--- src/rtl/serial_adder_if.sv ---
// rtl/serial_adder_if.sv - operand/result handshake bundle for serial_adder
// master drives operands and out_ready; slave is the adder.
interface serial_adder_if #(
  parameter int WIDTH = 8
);
  logic             in_valid;
  logic             in_ready;
  logic [WIDTH-1:0] a;
  logic [WIDTH-1:0] b;
  logic             out_valid;
  logic             out_ready;
  logic [WIDTH-1:0] sum;
  logic             cout;
  logic             ovf;

  modport master (
    output in_valid, a, b, out_ready,
    input  in_ready, out_valid, sum, cout, ovf
  );

  modport slave (
    input  in_valid, a, b, out_ready,
    output in_ready, out_valid, sum, cout, ovf
  );
endinterface

--- src/rtl/serial_adder.sv ---
// rtl/serial_adder.sv - bit-serial adder, one bit per clock, LSB first
// Optional signed overflow flag enabled by defining SERIAL_ADDER_OVF_EN.
module serial_adder #(
  parameter int WIDTH = 8
) (
  input  logic           clk,
  input  logic           rst_n,
  serial_adder_if.slave  bus
);
  localparam int CW = $clog2(WIDTH + 1);

  typedef enum logic [1:0] {IDLE, SHIFT, DONE} state_t;

  state_t           state, state_nxt;
  logic [WIDTH-1:0] a_sr, b_sr, sum_sr;
  logic             carry;
  logic [CW-1:0]    cnt;
  logic             bit_s, carry_nxt, last_shift;

  assign bit_s      = a_sr[0] ^ b_sr[0] ^ carry;
  assign carry_nxt  = (a_sr[0] & b_sr[0]) | (a_sr[0] & carry) | (b_sr[0] & carry);
  assign last_shift = (cnt == CW'(WIDTH - 1));

  always_ff @(posedge clk or negedge rst_n) begin
    if (!rst_n) state <= IDLE;
    else        state <= state_nxt;
  end

  always_comb begin
    state_nxt = state;
    case (state)
      IDLE:    if (bus.in_valid)  state_nxt = SHIFT;
      SHIFT:   if (last_shift)    state_nxt = DONE;
      DONE:    if (bus.out_ready) state_nxt = IDLE;
      default: state_nxt = IDLE;
    endcase
  end

  // Operands are captured once on accept, so bus.a/bus.b are don't-care afterwards.
  always_ff @(posedge clk or negedge rst_n) begin
    if (!rst_n) begin
      a_sr   <= '0;
      b_sr   <= '0;
      sum_sr <= '0;
      carry  <= 1'b0;
      cnt    <= '0;
    end else begin
      case (state)
        IDLE: begin
          if (bus.in_valid) begin
            a_sr  <= bus.a;
            b_sr  <= bus.b;
            carry <= 1'b0;
            cnt   <= '0;
          end
        end
        SHIFT: begin
          a_sr   <= {1'b0, a_sr[WIDTH-1:1]};
          b_sr   <= {1'b0, b_sr[WIDTH-1:1]};
          sum_sr <= {bit_s, sum_sr[WIDTH-1:1]};
          carry  <= carry_nxt;
          cnt    <= cnt + CW'(1);
        end
        default: ;
      endcase
    end
  end

`ifdef SERIAL_ADDER_OVF_EN
  logic ovf_q;

  // On the last shift a_sr[0]/b_sr[0] are the original sign bits and bit_s is the sum sign.
  always_ff @(posedge clk or negedge rst_n) begin
    if (!rst_n) begin
      ovf_q <= 1'b0;
    end else if (state == IDLE && bus.in_valid) begin
      ovf_q <= 1'b0;
    end else if (state == SHIFT && last_shift) begin
      ovf_q <= (a_sr[0] == b_sr[0]) && (bit_s != a_sr[0]);
    end
  end

  assign bus.ovf = ovf_q;
`else
  assign bus.ovf = 1'b0;
`endif

  assign bus.in_ready  = (state == IDLE);
  assign bus.out_valid = (state == DONE);
  assign bus.sum       = sum_sr;
  assign bus.cout      = carry;
endmodule

--- src/flat_wrapper.sv ---
// flat-port wrapper written by rule: the top's interface ports become plain ports
module serial_adder_flat 
#(
  parameter int WIDTH = 8
)
  (clk, rst_n, bus_in_valid, bus_a, bus_b, bus_out_ready, bus_in_ready, bus_out_valid, bus_sum, bus_cout, bus_ovf);
  serial_adder_if #(.WIDTH(WIDTH)) bus_i ();
  input  logic clk;
  input  logic rst_n;
  input wire logic [$bits(bus_i.in_valid)-1:0] bus_in_valid;
  input wire logic [$bits(bus_i.a)-1:0] bus_a;
  input wire logic [$bits(bus_i.b)-1:0] bus_b;
  input wire logic [$bits(bus_i.out_ready)-1:0] bus_out_ready;
  output wire logic [$bits(bus_i.in_ready)-1:0] bus_in_ready;
  output wire logic [$bits(bus_i.out_valid)-1:0] bus_out_valid;
  output wire logic [$bits(bus_i.sum)-1:0] bus_sum;
  output wire logic [$bits(bus_i.cout)-1:0] bus_cout;
  output wire logic [$bits(bus_i.ovf)-1:0] bus_ovf;
  assign bus_i.in_valid = bus_in_valid;
  assign bus_i.a = bus_a;
  assign bus_i.b = bus_b;
  assign bus_i.out_ready = bus_out_ready;
  assign bus_in_ready = bus_i.in_ready;
  assign bus_out_valid = bus_i.out_valid;
  assign bus_sum = bus_i.sum;
  assign bus_cout = bus_i.cout;
  assign bus_ovf = bus_i.ovf;
  serial_adder #(.WIDTH(WIDTH)) u_core (.clk(clk), .rst_n(rst_n), .bus(bus_i));
endmodule
--- config.mk ---
export PLATFORM = sky130hd
export DESIGN_NAME = serial_adder_flat
export DESIGN_NICKNAME = d
export VERILOG_FILES = /design/src/rtl/serial_adder_if.sv /design/src/rtl/serial_adder.sv /design/src/flat_wrapper.sv
export SDC_FILE = /design/constraint.sdc
export NUM_CORES = 1
export LEC_CHECK = 0
export CAP_MARGIN = 20
export CORE_ASPECT_RATIO = 1.1
export CORE_MARGIN = 3
export CORE_UTILIZATION = 52
export CTS_BUF_LIST = sky130_fd_sc_hd__clkbuf_4
export DETAILED_ROUTE_END_ITERATION = 12
export GPL_TIMING_DRIVEN = 0
export HOLD_SLACK_MARGIN = 0.1
export PLACE_DENSITY = 0.81
export SYNTH_ARGS = -nofsm -noshare
export SYNTH_HDL_FRONTEND = slang
export SYNTH_SLANG_ARGS = --single-unit
--- constraint.sdc ---
create_clock -name clk -period 1.7 [get_ports clk]
set_clock_uncertainty 0.2 [all_clocks]
set_input_delay 0.34 -clock clk [delete_from_list [all_inputs] [get_ports clk]]
set_output_delay 0.34 -clock clk [all_outputs]
set_load 0.01 [all_outputs]
==> summary.txt <==
Synth
  • Asr flop ratio synth: 100%
  • EDFF count, synth: 0
  • Synthesized instance count: 144
  • Largest area contributor in the netlist: dfrtp_1
  • Yosys Warn Count: 0
  • Area contributors post-synth: dfrtp_1, nand2_1, a22oi_2, o21ai_2, a22o_1
  • Post-synth net total: 166
  • Most frequent cell after synthesis: nand2_1
  • Distinct cells, synth: 30
  • Most used DFF post-synth: dfrtp_1
  • #FFs+latches synth: 31
  • Mapped Area: 0.00151 mm^2
  • Syn avg cell area: 10.5 um^2
  • Share of the synthesized area in the top cell type: 51.3%
  • Seq/Total Area, Yosys: 51.3%
  • Post-synth top cells: nand2_1, dfrtp_1, a22oi_2, o21ai_2

Setup path
  • Max incr delay on CP: 0.42 ns
  • Maximum fanout along the worst path: 4
  • Crit path top cell by count: buf_6
  • Worst Path Arrival: 1.12 ns
  • Crit path kind: flip-flop to output pin
  • Delay-heaviest family, CP: flip-flops
  • R2R setup slack: 0.13 ns
  • Crit path cell chain: buf_6 -> nor2b_4 -> buf_6
  • Slowest cell on crit path: dfrtp_1
  • Critical path capture point type: output pin
  • Critical path buffer and inverter count: 2
  • WP data required: 1.16 ns
  • Crit start category: flip-flop

Clock tree
  • Hold buffers post-CTS: 0
  • Total CTS buffers: 5
  • TritonCTS clock tree: yes
  • CTS HTree Levels: 2
  • Worst-path clk slew: 0.10 ns
  • Clock latency on the worst-skew pair: 0.33 ns
  • Clk sinks: 31
  • Maximum clock insertion buffer count: 2
  • Root buf cell: clkbuf_4

Pwr
  • PwrDens: 1480 mW/mm^2
  • Power Total: 2980 uW
  • Static Leak: 0.000957 uW
  • Maximum vdd ir drop: 1020 uV

GRT
  • Total grt overflow: 0
  • GRT Total Usage: 19.4%
  • Routing usage on met3: 3.72%
  • Busiest grt layer: met2
  • Global-route wire length before repair: 5.42 mm
  • Largest net degree at the start of global routing: 21
  • Met2 GRT Util: 31.8%
  • Met1 Track Usage GR: 25.0%
  • Vias in the first global route: 1174
  • Initial antenna violation count: 0

Route
  • DRT Pass-1 Iters: 4
  • Routed len/inst: 14.5 um
  • DRC errors left: 0
  • Vias per cell: 5.44
  • Via count: 1214
  • DR iter-0 viols: 71
  • Final wirelength: 3.24 mm
  • Post-route ant nets: 0

Run status
  • Status: completed

Final layout
  • Area grow syn2layout: 33.6%
  • Ratio of cells with drive above 1 in the final layout: 29.2%
  • Final Instance Area: 0.00202 mm^2
  • Total Nets Final: 213
  • Fin util: 76.6%
  • N_diodes: 0

STA
  • RSZ-0062 raised after global routing: yes
  • Headroom to the max-slew limit: 54.9%
  • Setup_tns: 0 ns
  • Min Clock Period, post-route: 1.66 ns
  • Final setup vio count: 0
  • FMAX: 603 MHz
  • Slew Limit Fails: 0
  • Worst-margin pin slew: 0.674 ns
  • Final hold violations: 0
  • Tcrit/Tclk final: 97.6%

Run
  • Max_cap viols: 0

Placement
  • Final Wtd Congestion: 0.750
  • DP Area: 0.00188 mm^2
  • Dpl hpwl: 2.37 mm
  • Port bufs: 30

Worst hold path
  • Hold Crit Class: input port to asynchronous set/reset pin

Floorplan
  • Core Area: 0.00264 mm^2
  • Die area: 0.00359 mm^2
  • Io pins: 32
  • Die Wd: 57.4 um
  • FP Rows: 19
  • Starting density of the core: 57.3%
  • Die Ht: 62.6 um
area by class of cell:
cell class	count	area, um^2
Buffer	10	90.1
Clock buffer	6	45.0
Clock inverter	2	7.51
Fill cell	199	618
Inverter	5	18.8
Multi-Input combinational cell	98	653
Sequential cell	31	777
Tap cell	31	38.8
Timing Repair Buffer	40	390
placed cells by master, fill, tap and decap left out, types with 2 or more instances in the layout:
cell	count
and3b_1	3
clkdlybuf4s50_1	19
dlygate4sd2_1	9
o21ai_0	4
buf_2	5
a22oi_2	11
a21oi_1	4
o21ai_2	11
nand2_1	41
inv_1	5
nor2_1	2
a22o_1	3
clkinv_1	2
clkbuf_4	6
buf_4	9
dfrtp_1	30
buf_6	5
o21ai_1	3
routing by layer:
layer  part of all wire (%)  up-vias
li1                       -      582
met1                     42      597
met2                     51       30
met3                    5.1        5
met4                    1.7        0
met5                      0        -
registers in the layout, indices dropped and copies added (netlist names):
signal	cells
u_core.a_sr	8
u_core.b_sr	8
u_core.bus.cout	1
u_core.bus.sum	8
u_core.cnt	4
u_core.state	2
logic make-up (layout without fill, tap and decap cells):
family                   Yosys count  in the layout  synth area share (%)
AND/OR/NAND/NOR                   53             53                  15.4
adder cells (fa/ha/maj)            2              2                  2.15
buffers and inverters             15             63                  6.37
multiplexers                       1              1                 0.744
other                              1              1                 0.248
flip-flops                        31             31                  51.3
AO/OA/AOI/OAI                     41             41                  23.8
report_power, final:
part | switching, uW | internal, uW
combinational | 665 | 676
sequential | 208 | 1030
clock | 240 | 169
total | 1110 | 1870
path summary, 6_finish.rpt:
kind	to	cells past startpoint	startpoint
worst max-delay path	bus_out_valid	3	u_core.state[1]
worst min-delay path	u_core.cnt[0]	1	rst_n
worst max register to register	u_core.cnt[0]	6	u_core.state[0]
worst min register to register	u_core.bus.sum[0]	2	u_core.bus.sum[0]
max in group asynchronous	u_core.state[0]	2	rst_n
min in group clk	u_core.bus.sum[0]	2	u_core.bus.sum[0]
worst reg2reg max path, cell delays in order, from the launching register on:
cell,delay (ns)
dfrtp_2,0.44
buf_6,0.14
buf_4,0.13
o21bai_2,0.17
buf_2,0.25
nand2_1,0.07
o21ai_0,0.09
per-stage QoR:
step | setup WS, ns | instances | hold WS, ns
after floorplan | 0.331 | 144 | -0.156
after global placement | -0.425 | 205 | 0.260
after detailed placement | -0.214 | 206 | 0.267
after CTS | -0.00416 | 218 | 0.239
after global routing | -0.00732 | 223 | 0.267
final | 0.0405 | 223 | 0.221
what timing repair did:
| action | CTS | global route |
|---|---|---|
| setup buffers | 4 | 5 |
| gates resized for setup | 21 | 6 |
| setup endpoints to repair | 11 | 2 |
No activity file was read; power rests on OpenSTA's default activity.
